[config.mk]
export PLATFORM = sky130hd
export DESIGN_NAME = mmi_bus_master
export DESIGN_NICKNAME = d
export VERILOG_FILES = /design/src/rtl/mmi_pkg.sv /design/src/rtl/mmi_bus_master.sv
export SDC_FILE = /design/constraint.sdc
export NUM_CORES = 1
export LEC_CHECK = 0
export CAP_MARGIN = 20
export CORE_AREA = 4 4 89 124
export CTS_CLUSTER_DIAMETER = 30
export DETAILED_ROUTE_END_ITERATION = 10
export DIE_AREA = 0 0 93 128
export PLACE_DENSITY_LB_ADDON = 0.05
export REMOVE_ABC_BUFFERS = 1
export SYNTH_ARGS = -nofsm -noshare
export SYNTH_HDL_FRONTEND = slang
export SYNTH_SLANG_ARGS = --single-unit
[constraint.sdc]
create_clock -name clk_i -period 3.4 [get_ports clk_i]
set_input_delay 1.02 -clock clk_i [delete_from_list [all_inputs] [get_ports clk_i]]
set_output_delay 1.02 -clock clk_i [all_outputs]
set_load 0.005 [all_outputs]
[src/rtl/mmi_pkg.sv]
// Shared constants, FSM state type and access decode for the MMI bus master.
package mmi_pkg;

  localparam logic [7:0] DATA_BASE = 8'h80;
  localparam logic [7:0] SET_ADDR  = 8'h00;
  localparam logic [7:0] SEL_ADDR  = 8'h02;
  localparam logic [7:0] RD_BASE   = 8'h0C;

  typedef logic [1:0] state_t;
  localparam state_t ST_IDLE   = 2'd0;
  localparam state_t ST_STROBE = 2'd1;
  localparam state_t ST_GAP    = 2'd2;
  localparam state_t ST_DONE   = 2'd3;

  localparam logic [2:0] LAST_STEP = 3'd4;

  // One byte-bus access: direction, address and write data.
  typedef struct packed {
    logic       wr;
    logic [7:0] addr;
    logic [7:0] wdata;
  } access_t;

  // Decode which access a command performs at a given step.
  // Writes: four data bytes LSB first, then the index to SET_ADDR.
  // Reads: the index to SEL_ADDR, then four result bytes LSB first.
  function automatic access_t access_for(input logic        is_wr,
                                         input logic [4:0]  idx,
                                         input logic [31:0] wdata,
                                         input logic [2:0]  step);
    access_t a;
    a = '0;
    if (is_wr) begin
      a.wr = 1'b1;
      if (step == LAST_STEP) begin
        a.addr  = SET_ADDR;
        a.wdata = {3'b000, idx};
      end else begin
        a.addr  = DATA_BASE + {5'b00000, step};
        a.wdata = wdata[{step[1:0], 3'b000} +: 8];
      end
    end else if (step == 3'd0) begin
      a.wr    = 1'b1;
      a.addr  = SEL_ADDR;
      a.wdata = {3'b000, idx};
    end else begin
      a.wr    = 1'b0;
      a.addr  = RD_BASE + {5'b00000, step - 3'd1};
      a.wdata = 8'h00;
    end
    return a;
  endfunction

endpackage

[src/rtl/mmi_bus_master.sv]
// Converts 32-bit register write / input read commands into a sequence of
// five strobed byte-bus accesses, each followed by GAP_CYCLES idle cycles.
module mmi_bus_master
  import mmi_pkg::*;
#(
  parameter int unsigned GAP_CYCLES = 1
) (
  input  logic        clk_i,
  input  logic        rst_ni,
  input  logic        cmd_valid_i,
  output logic        cmd_ready_o,
  input  logic        cmd_write_i,
  input  logic [4:0]  cmd_index_i,
  input  logic [31:0] cmd_wdata_i,
  output logic        rsp_valid_o,
  output logic [31:0] rsp_rdata_o,
  output logic [7:0]  bus_addr_o,
  output logic [7:0]  bus_wdata_o,
  input  logic [7:0]  bus_rdata_i,
  output logic        bus_wr_o,
  output logic        bus_rd_o
);

  localparam logic [1:0] GAP_LAST = 2'(GAP_CYCLES - 1);

  state_t      state_q, state_d;
  logic [2:0]  step_q, step_d;
  logic [1:0]  gap_q, gap_d;
  logic        wr_q, wr_d;
  logic [4:0]  idx_q, idx_d;
  logic [31:0] wdata_q, wdata_d;
  logic [31:0] shadow_q, shadow_d;
  logic [31:0] rsp_rdata_q, rsp_rdata_d;

  access_t     acc;
  logic [1:0]  lane;
  logic        on_bus;

  // Every access is decoded from the latched command only, so a single
  // command can never mix index values across its accesses.
  assign acc    = access_for(wr_q, idx_q, wdata_q, step_q);
  assign lane   = step_q[1:0] - 2'd1;
  assign on_bus = (state_q == ST_STROBE) || (state_q == ST_GAP);

  // Bus outputs are decoded straight from state, so reset drops them at once.
  assign bus_wr_o    = (state_q == ST_STROBE) &&  acc.wr;
  assign bus_rd_o    = (state_q == ST_STROBE) && !acc.wr;
  assign bus_addr_o  = on_bus ? acc.addr  : 8'h00;
  assign bus_wdata_o = on_bus ? acc.wdata : 8'h00;

  assign cmd_ready_o = (state_q == ST_IDLE);
  assign rsp_valid_o = (state_q == ST_DONE);
  assign rsp_rdata_o = rsp_rdata_q;

  // Next-state logic: command latch, step/gap sequencing and read capture.
  always_comb begin
    state_d     = state_q;
    step_d      = step_q;
    gap_d       = gap_q;
    wr_d        = wr_q;
    idx_d       = idx_q;
    wdata_d     = wdata_q;
    shadow_d    = shadow_q;
    rsp_rdata_d = rsp_rdata_q;
    case (state_q)
      ST_IDLE: begin
        if (cmd_valid_i) begin
          wr_d    = cmd_write_i;
          idx_d   = cmd_index_i;
          wdata_d = cmd_wdata_i;
          step_d  = 3'd0;
          state_d = ST_STROBE;
        end
      end
      ST_STROBE: begin
        gap_d   = 2'd0;
        state_d = ST_GAP;
      end
      ST_GAP: begin
        // Read data is taken at the end of the first gap cycle.
        if (gap_q == 2'd0 && !acc.wr) begin
          shadow_d[{lane, 3'b000} +: 8] = bus_rdata_i;
        end
        if (gap_q == GAP_LAST) begin
          if (step_q == LAST_STEP) begin
            state_d = ST_DONE;
            if (!wr_q) rsp_rdata_d = shadow_d;
          end else begin
            step_d  = step_q + 3'd1;
            state_d = ST_STROBE;
          end
        end else begin
          gap_d = gap_q + 2'd1;
        end
      end
      default: begin
        state_d = ST_IDLE;
      end
    endcase
  end

  // State and datapath registers; reset aborts any command in flight.
  always_ff @(posedge clk_i or negedge rst_ni) begin
    if (!rst_ni) begin
      state_q     <= ST_IDLE;
      step_q      <= 3'd0;
      gap_q       <= 2'd0;
      wr_q        <= 1'b0;
      idx_q       <= 5'd0;
      wdata_q     <= 32'd0;
      shadow_q    <= 32'd0;
      rsp_rdata_q <= 32'd0;
    end else begin
      state_q     <= state_d;
      step_q      <= step_d;
      gap_q       <= gap_d;
      wr_q        <= wr_d;
      idx_q       <= idx_d;
      wdata_q     <= wdata_d;
      shadow_q    <= shadow_d;
      rsp_rdata_q <= rsp_rdata_d;
    end
  end

endmodule

==> impl_metrics.yaml, run 1 <==
synthesis:
  synth_cells: 410
  synth_top_area_cell: "dfrtp_1"
  postSynth.asyncResetShare_pct: 100
  ys_warn_count: 0
  synth-seq-cells: 101
  synth.most_common_cell: "dfrtp_1"
  yosysTopAreaCellShare_pct: 50.1
  ys_seq_area_share_pct: 50.1
  synth-edff-count: 0
  synth_area_mm2: 0.00504
  synth_area_leaders: "dfrtp_1, mux2_2, mux2i_1, mux4_2, and2_1"
  synth_common_cells: "dfrtp_1, mux2_2, nand2_1"
  synth_cell_type_count: 44
  syn-mean-instance-area_um2: 12.3
  synth_flop_cell: "dfrtp_1"
power:
  ir_worst_vdd_v: 0.000463
  total_leakage_power_nw: 2.81
  p_per_area_mw_per_mm2: 717
setup_path:
  cp_top_family: "buffers and inverters"
  crit_start: "step_q[0]$_DFFE_PN0P_"
  cp_slowest_stage_delay_ps: 500
  path_class: "register to output port"
  critPathSlowestCell: "clkdlybuf4s50_1"
  r2r-start: "state_q[0]$_DFFE_PN0P_"
  critical_path.cell_chain: "inv_1, ha_2, a21oi_1, a22oi_1, nor2b_1, clkdlybuf4s50_1"
  rr_worst_depth: 5
  cp.required_ps: 2380
  critPathLaunchType: "register"
  cp.depth: 6
  arrival_ps: 2250
  rrSetupSlack_ps: 1110
  crit_fanout: 12
  end_kind: "output port"
  critPathBufInv: 2
  worstReg2RegEnd: "shadow_q[18]$_DFFE_PN0P_"
  worstSetupEndpoint: "bus_wdata_o[4]"
sta:
  max_slew.worst_pin.slew_ps: 551
  fin_crit_sh_pct: 96.2
  slew_headroom_pct: 63.2
  rsz0062_at_grt: "false"
  slew_violations: 0
  post-route-min-period_ps: 3270
  finalSetupViolCount: 0
  tns_ps: 0
  finalHoldViolCount: 0
  finClkSkew_ps: 6.05
  postLayoutSetupSlackWorst_ps: 129
  max_freq_mhz: 306
die:
  ioPinCount: 101
  rows: 43
  core_mm2: 0.00990
  die_w_um: 93
  fp.dieArea_mm2: 0.0119
  start_util_pct: 50.9
  die-height_um: 128
detailed_routing:
  post-route-drc-count: 0
  wl_per_cell_um: 16.8
  wl_mm: 10.8
  dr.pass1.iters: 4
  drt-vias-per-instance: 5.23
  vias: 3359
  drt_iter0_markers: 117
  ant_nets: 0
cts:
  root_buffer: "clkbuf_16"
  clock_path_buffers: 2
  postCtsHoldBufs: 0
  clkTransAtPathRegs_ps: 60
  clock_latency_ps: 340
  tritoncts: "done"
  cts_sinks: 101
  cts-buffers-inserted: 9
  h-tree-depth: 3
  cts_setup_buffers: 0
grt:
  grt_use_total_pct: 19.2
  grt_use_met1_pct: 22.4
  grtUsageMet3_pct: 4.93
  grt_max_degree: 55
  grt_util_met2_pct: 34.8
  antenna_found_initial: 0
  busiest_layer: "met2"
  grt_pass1_wl_mm: 17.7
  overflow: 0
  grt_pass1_vias: 3551
placement:
  dp_slack_ps: 370
  place_congestion: 0.766
  io_buffer_count: 98
  hpwl_mm: 7.92
worst_hold_path:
  hold_class: "register to register"
cells_and_area:
  drive_gt1_share_pct: 21.3
  finish.utilization_pct: 64.5
  fill_cells: 845
  syn_to_final_growth_pct: 26.6
  antennaDiodeCount: 0
  layout.nets: 564
status:
  status: "finished, final reports clean"
job:
  max_cap_violations: 0
-- kinds of logic after synthesis --
group / after synthesis / share of synthesized area (%)
DFF: 101 / 50.1
muxes: 98 / 23.0
and+or+nand+nor: 96 / 11.4
AOI/OAI and AO/OA: 57 / 7.10
buffers and inverters: 40 / 4.39
adders and majority gates: 13 / 3.23
xor gates and xnor gates: 4 / 0.695
other: 1 / 0.0744
-- report_power, final --
part           switching (mW)  internal [mW]
registers               0.203           1.59
logic                   0.773           1.05
clock network           0.425          0.537
total                    1.40           3.18
-- state kept, by name (all words and copies together), names as in the netlist --
signal,flops
wr_q,1
idx_q,5
wdata_q,32
rsp_rdata_o,32
step_q,3
gap_q,2
state_q,2
shadow_q,24
-- routing by layer --
layer | routed length (µm) | share of wire, % | vias to the layer above
li1 | - | - | 1612
met1 | 4340 | 40 | 1660
met2 | 5830 | 54 | 76
met3 | 481 | 4.5 | 11
met4 | 121 | 1.1 | 0
met5 | 0 | 0 | -
-- through the flow --
step                      instances  power, mW  hold WS [ps]  area (µm²)
after floorplan                 384       2.91           450        4870
final                           642       4.58           479        6390
after CTS                       642       4.63           486        6380
after global routing            642       4.88           513        6390
after global placement          626       3.59           461        6100
after detailed placement        626       3.64           470        6100
-- cells in the final DEF, fill, tap and decap left out, types with 9 or more instances in the layout --
cell type / instances
dfrtp_1: 101
clkdlybuf4s50_1: 97
mux2_2: 63
nand2_1: 37
o21ai_0: 27
and2_1: 26
mux2i_1: 26
inv_1: 13
ha_1: 11
a22o_1: 10
clkbuf_16: 9
buf_4: 9
-- area by class of cell --
| cell class | count | area, µm² | share of cell area, % |
|---|---|---|---|
| Clock buffer | 13 | 260 | 4.08 |
| Clock inverter | 3 | 18.8 | 0.294 |
| Inverter | 13 | 48.8 | 0.764 |
| Multi-Input combinational cell | 270 | 2300 | 36.1 |
| Sequential cell | 101 | 2530 | 39.6 |
| Tap cell | 135 | 169 | 2.64 |
| Timing Repair Buffer | 107 | 1060 | 16.6 |
-- how the worst min path moves through the flow --
stage | startpoint | cells past startpoint | to
3_5_place_dp | rsp_rdata_o[1]$_DFFE_PN0P_ | 2 | rsp_rdata_o[1]$_DFFE_PN0P_
5_1_grt | rsp_rdata_o[1]$_DFFE_PN0P_ | 2 | rsp_rdata_o[1]$_DFFE_PN0P_
2_1_floorplan | shadow_q[20]$_DFFE_PN0P_ | 2 | shadow_q[20]$_DFFE_PN0P_
3_3_place_gp | rsp_rdata_o[1]$_DFFE_PN0P_ | 2 | rsp_rdata_o[1]$_DFFE_PN0P_
4_1_cts | rsp_rdata_o[1]$_DFFE_PN0P_ | 2 | rsp_rdata_o[1]$_DFFE_PN0P_
6_report | rsp_rdata_o[1]$_DFFE_PN0P_ | 2 | rsp_rdata_o[1]$_DFFE_PN0P_
-- tightest hold or removal path: cells and delay by family, from the launching register on --
kind | cells | cell delay [ps]
compound gates | 1 | 60
flops | 1 | 340
simple gates | 1 | 40
-- what timing repair did --
item / CTS / global route
pin swaps: 0 / 0
cloned: 0 / 0
resized for setup: 1 / 1
setup endpoints to repair: 1 / 4
(Power assumes the default switching activity.)
==> run 2, diff against run 1 <==
--- a/config.mk
+++ b/config.mk
@@ -6,10 +6,12 @@
 export NUM_CORES = 1
 export LEC_CHECK = 0
 export CAP_MARGIN = 20
-export CORE_AREA = 4 4 89 124
+export CORE_AREA = 4 4 88 123
+export CTS_BUF_LIST = sky130_fd_sc_hd__clkbuf_8
 export CTS_CLUSTER_DIAMETER = 30
 export DETAILED_ROUTE_END_ITERATION = 10
-export DIE_AREA = 0 0 93 128
+export DIE_AREA = 0 0 92 127
+export HOLD_SLACK_MARGIN = 0.03
 export PLACE_DENSITY_LB_ADDON = 0.05
 export REMOVE_ABC_BUFFERS = 1
 export SYNTH_ARGS = -nofsm -noshare
==> impl_metrics.yaml, run 2 (synthesis gave the netlist of run 1 again) <==
detailed_routing:
  vias: 3396
  drt-vias-per-instance: 5.29
  post-route-drc-count: 0
  dr.pass1.iters: 4
  drt_iter0_markers: 115
  wl_per_cell_um: 16.8
  wl_mm: 10.8
  ant_nets: 0
die:
  rows: 43
  core_mm2: 0.00979
  fp.dieArea_mm2: 0.0117
  start_util_pct: 51.5
  die-height_um: 127
  die_w_um: 92
  ioPinCount: 101
job:
  max_cap_violations: 0
power:
  pwr-share-comb_pct: 40.7
  switching_share_pct: 30.7
  power.internal_mw: 3.18
  power_switching_mw: 1.41
  seqPwrFrac_pct: 39.1
  p_per_area_mw_per_mm2: 719
  ir_worst_vdd_v: 0.000467
  pwr-share-clk_pct: 20.2
  total_leakage_power_nw: 2.81
cells_and_area:
  final_cell_mix: "dfrtp_1, clkdlybuf4s50_1, mux2_2"
  fin_area_mm2: 0.00639
  drive_gt1_share_pct: 22.3
  fill_cells: 801
  seqCellArea_mm2: 0.00253
  layout.nets: 564
  stdcell_count: 642
  syn_to_final_growth_pct: 26.6
  antennaDiodeCount: 0
  multi_input_area_mm2: 0.00233
  final_common_cell: "dfrtp_1"
setup_path:
  path_class: "register to output port"
  rrSetupSlack_ps: 1030
  crit_start: "step_q[1]$_DFFE_PN0P_"
  worstReg2RegEnd: "rsp_rdata_o[24]$_DFFE_PN0P_"
  crit_fanout: 12
  r2r-start: "state_q[0]$_DFFE_PN0P_"
  end_kind: "output port"
  critPathLaunchType: "register"
  rr_worst_depth: 6
  worstSetupEndpoint: "bus_wdata_o[3]"
  arrival_ps: 2240
  cp.required_ps: 2380
cts:
  clock_path_buffers: 2
  cts_sinks: 101
  cts-buffers-inserted: 9
  clock_latency_ps: 380
  tritoncts: "done"
  postCtsHoldBufs: 0
  clkTransAtPathRegs_ps: 100
  h-tree-depth: 3
  root_buffer: "clkbuf_8"
sta:
  max_slew.worst_pin.slew_ps: 612
  slew_headroom_pct: 59.2
  tns_ps: 0
  finalHoldViolCount: 0
  rsz0062_at_grt: "false"
  post-route-min-period_ps: 3260
  max_freq_mhz: 307
  fin_crit_sh_pct: 95.9
  hold_ws_ps: 486
  finalSetupViolCount: 0
  finClkSkew_ps: 10.1
  slew_violations: 0
placement:
  hpwl_mm: 7.91
  place_congestion: 0.825
  dp.cells: 626
  placed_area_mm2: 0.00610
  io_buffer_count: 98
grt:
  grt_use_total_pct: 19.6
  antenna_found_initial: 0
  grt_max_degree: 57
  overflow: 0
  grt_pass1_wl_mm: 18.0
  grt_pass1_vias: 3606
worst_hold_path:
  hold_class: "register to register"
  hp-start: "rsp_rdata_o[11]$_DFFE_PN0P_"
status:
  status: "finished, final reports clean"
==> run 2: changes by cell type in the layout (fill, tap and decap cells not counted), sizes merged <==
cell    before  now
bufinv       0    3
clkbuf      13   10
==> run 2: repair_timing <==
item                                    in CTS  in global routing
cloned                                       0                  0
buffers inserted                             0                  0
resized for setup                            1                  8
endpoints found under the setup margin       9                  9
==> run 2: layer usage <==
| layer | up-vias | wire [µm] | track usage (%) |
|---|---|---|---|
| met5 | - | 0 | 0 |
| met4 | 0 | 165 | 6.39 |
| met3 | 10 | 532 | 5.24 |
| met2 | 88 | 5710 | 35.0 |
| met1 | 1682 | 4390 | 22.9 |
| li1 | 1616 | - | - |
==> run 2: power by group through the flow <==
stage	Combinational [mW]	Clock (mW)	Sequential, mW
CTS	1.85	0.956	1.80
detailed placement	1.83	0	1.82
global placement	1.79	0	1.79
floorplan	1.11	0	1.79
finish	1.87	0.926	1.80
global route	2.06	1.00	1.84
==> run 2: how the worst min path moves through the flow <==
| stage | to | slack [ps] | depth (start not counted) |
|---|---|---|---|
| 6_report | rsp_rdata_o[11]$_DFFE_PN0P_ | 490 | 2 |
| 5_1_grt | rsp_rdata_o[1]$_DFFE_PN0P_ | 510 | 2 |
| 4_1_cts | rsp_rdata_o[12]$_DFFE_PN0P_ | 490 | 2 |
| 3_5_place_dp | rsp_rdata_o[12]$_DFFE_PN0P_ | 470 | 2 |
| 3_3_place_gp | rsp_rdata_o[1]$_DFFE_PN0P_ | 460 | 2 |
| 2_1_floorplan | shadow_q[20]$_DFFE_PN0P_ | 450 | 2 |
==> run 2: cell type report <==
| type | count | share of cell area (%) |
|---|---|---|
| flip-flops and latches | 101 | 39.6 |
| inverters | 13 | 0.764 |
| well taps | 135 | 2.64 |
| clock buffers | 10 | 2.15 |
| clock inverters | 6 | 1.70 |
| multi-input cells | 270 | 36.5 |
| repair buffers | 107 | 16.7 |
==> run 2: worst max-delay path: stages (launching register included) <==
cell and delay (ps):
dfrtp_1 390, inv_1 180, ha_4 240, and2_1 250, a22oi_1 130, nor2b_1 150, clkdlybuf4s50_1 530
==> run 2: stage by stage <==
stage          util (%)  setup WS, ps  power (mW)
6_report           65.2           138        4.59
5_1_grt            65.2          12.6        4.90
4_1_cts            64.9          15.2        4.60
3_5_place_dp       62.3           383        3.65
3_3_place_gp       62.3           451        3.58
2_1_floorplan         -           437        2.91
==> run 3, diff against run 2 <==
--- a/config.mk
+++ b/config.mk
@@ -14,6 +14,7 @@
 export HOLD_SLACK_MARGIN = 0.03
 export PLACE_DENSITY_LB_ADDON = 0.05
 export REMOVE_ABC_BUFFERS = 1
+export SLEW_MARGIN = 10
 export SYNTH_ARGS = -nofsm -noshare
 export SYNTH_HDL_FRONTEND = slang
 export SYNTH_SLANG_ARGS = --single-unit
==> results of run 3 <==
Same layout as run 2: the final DEF is identical, and so are final timing and power.
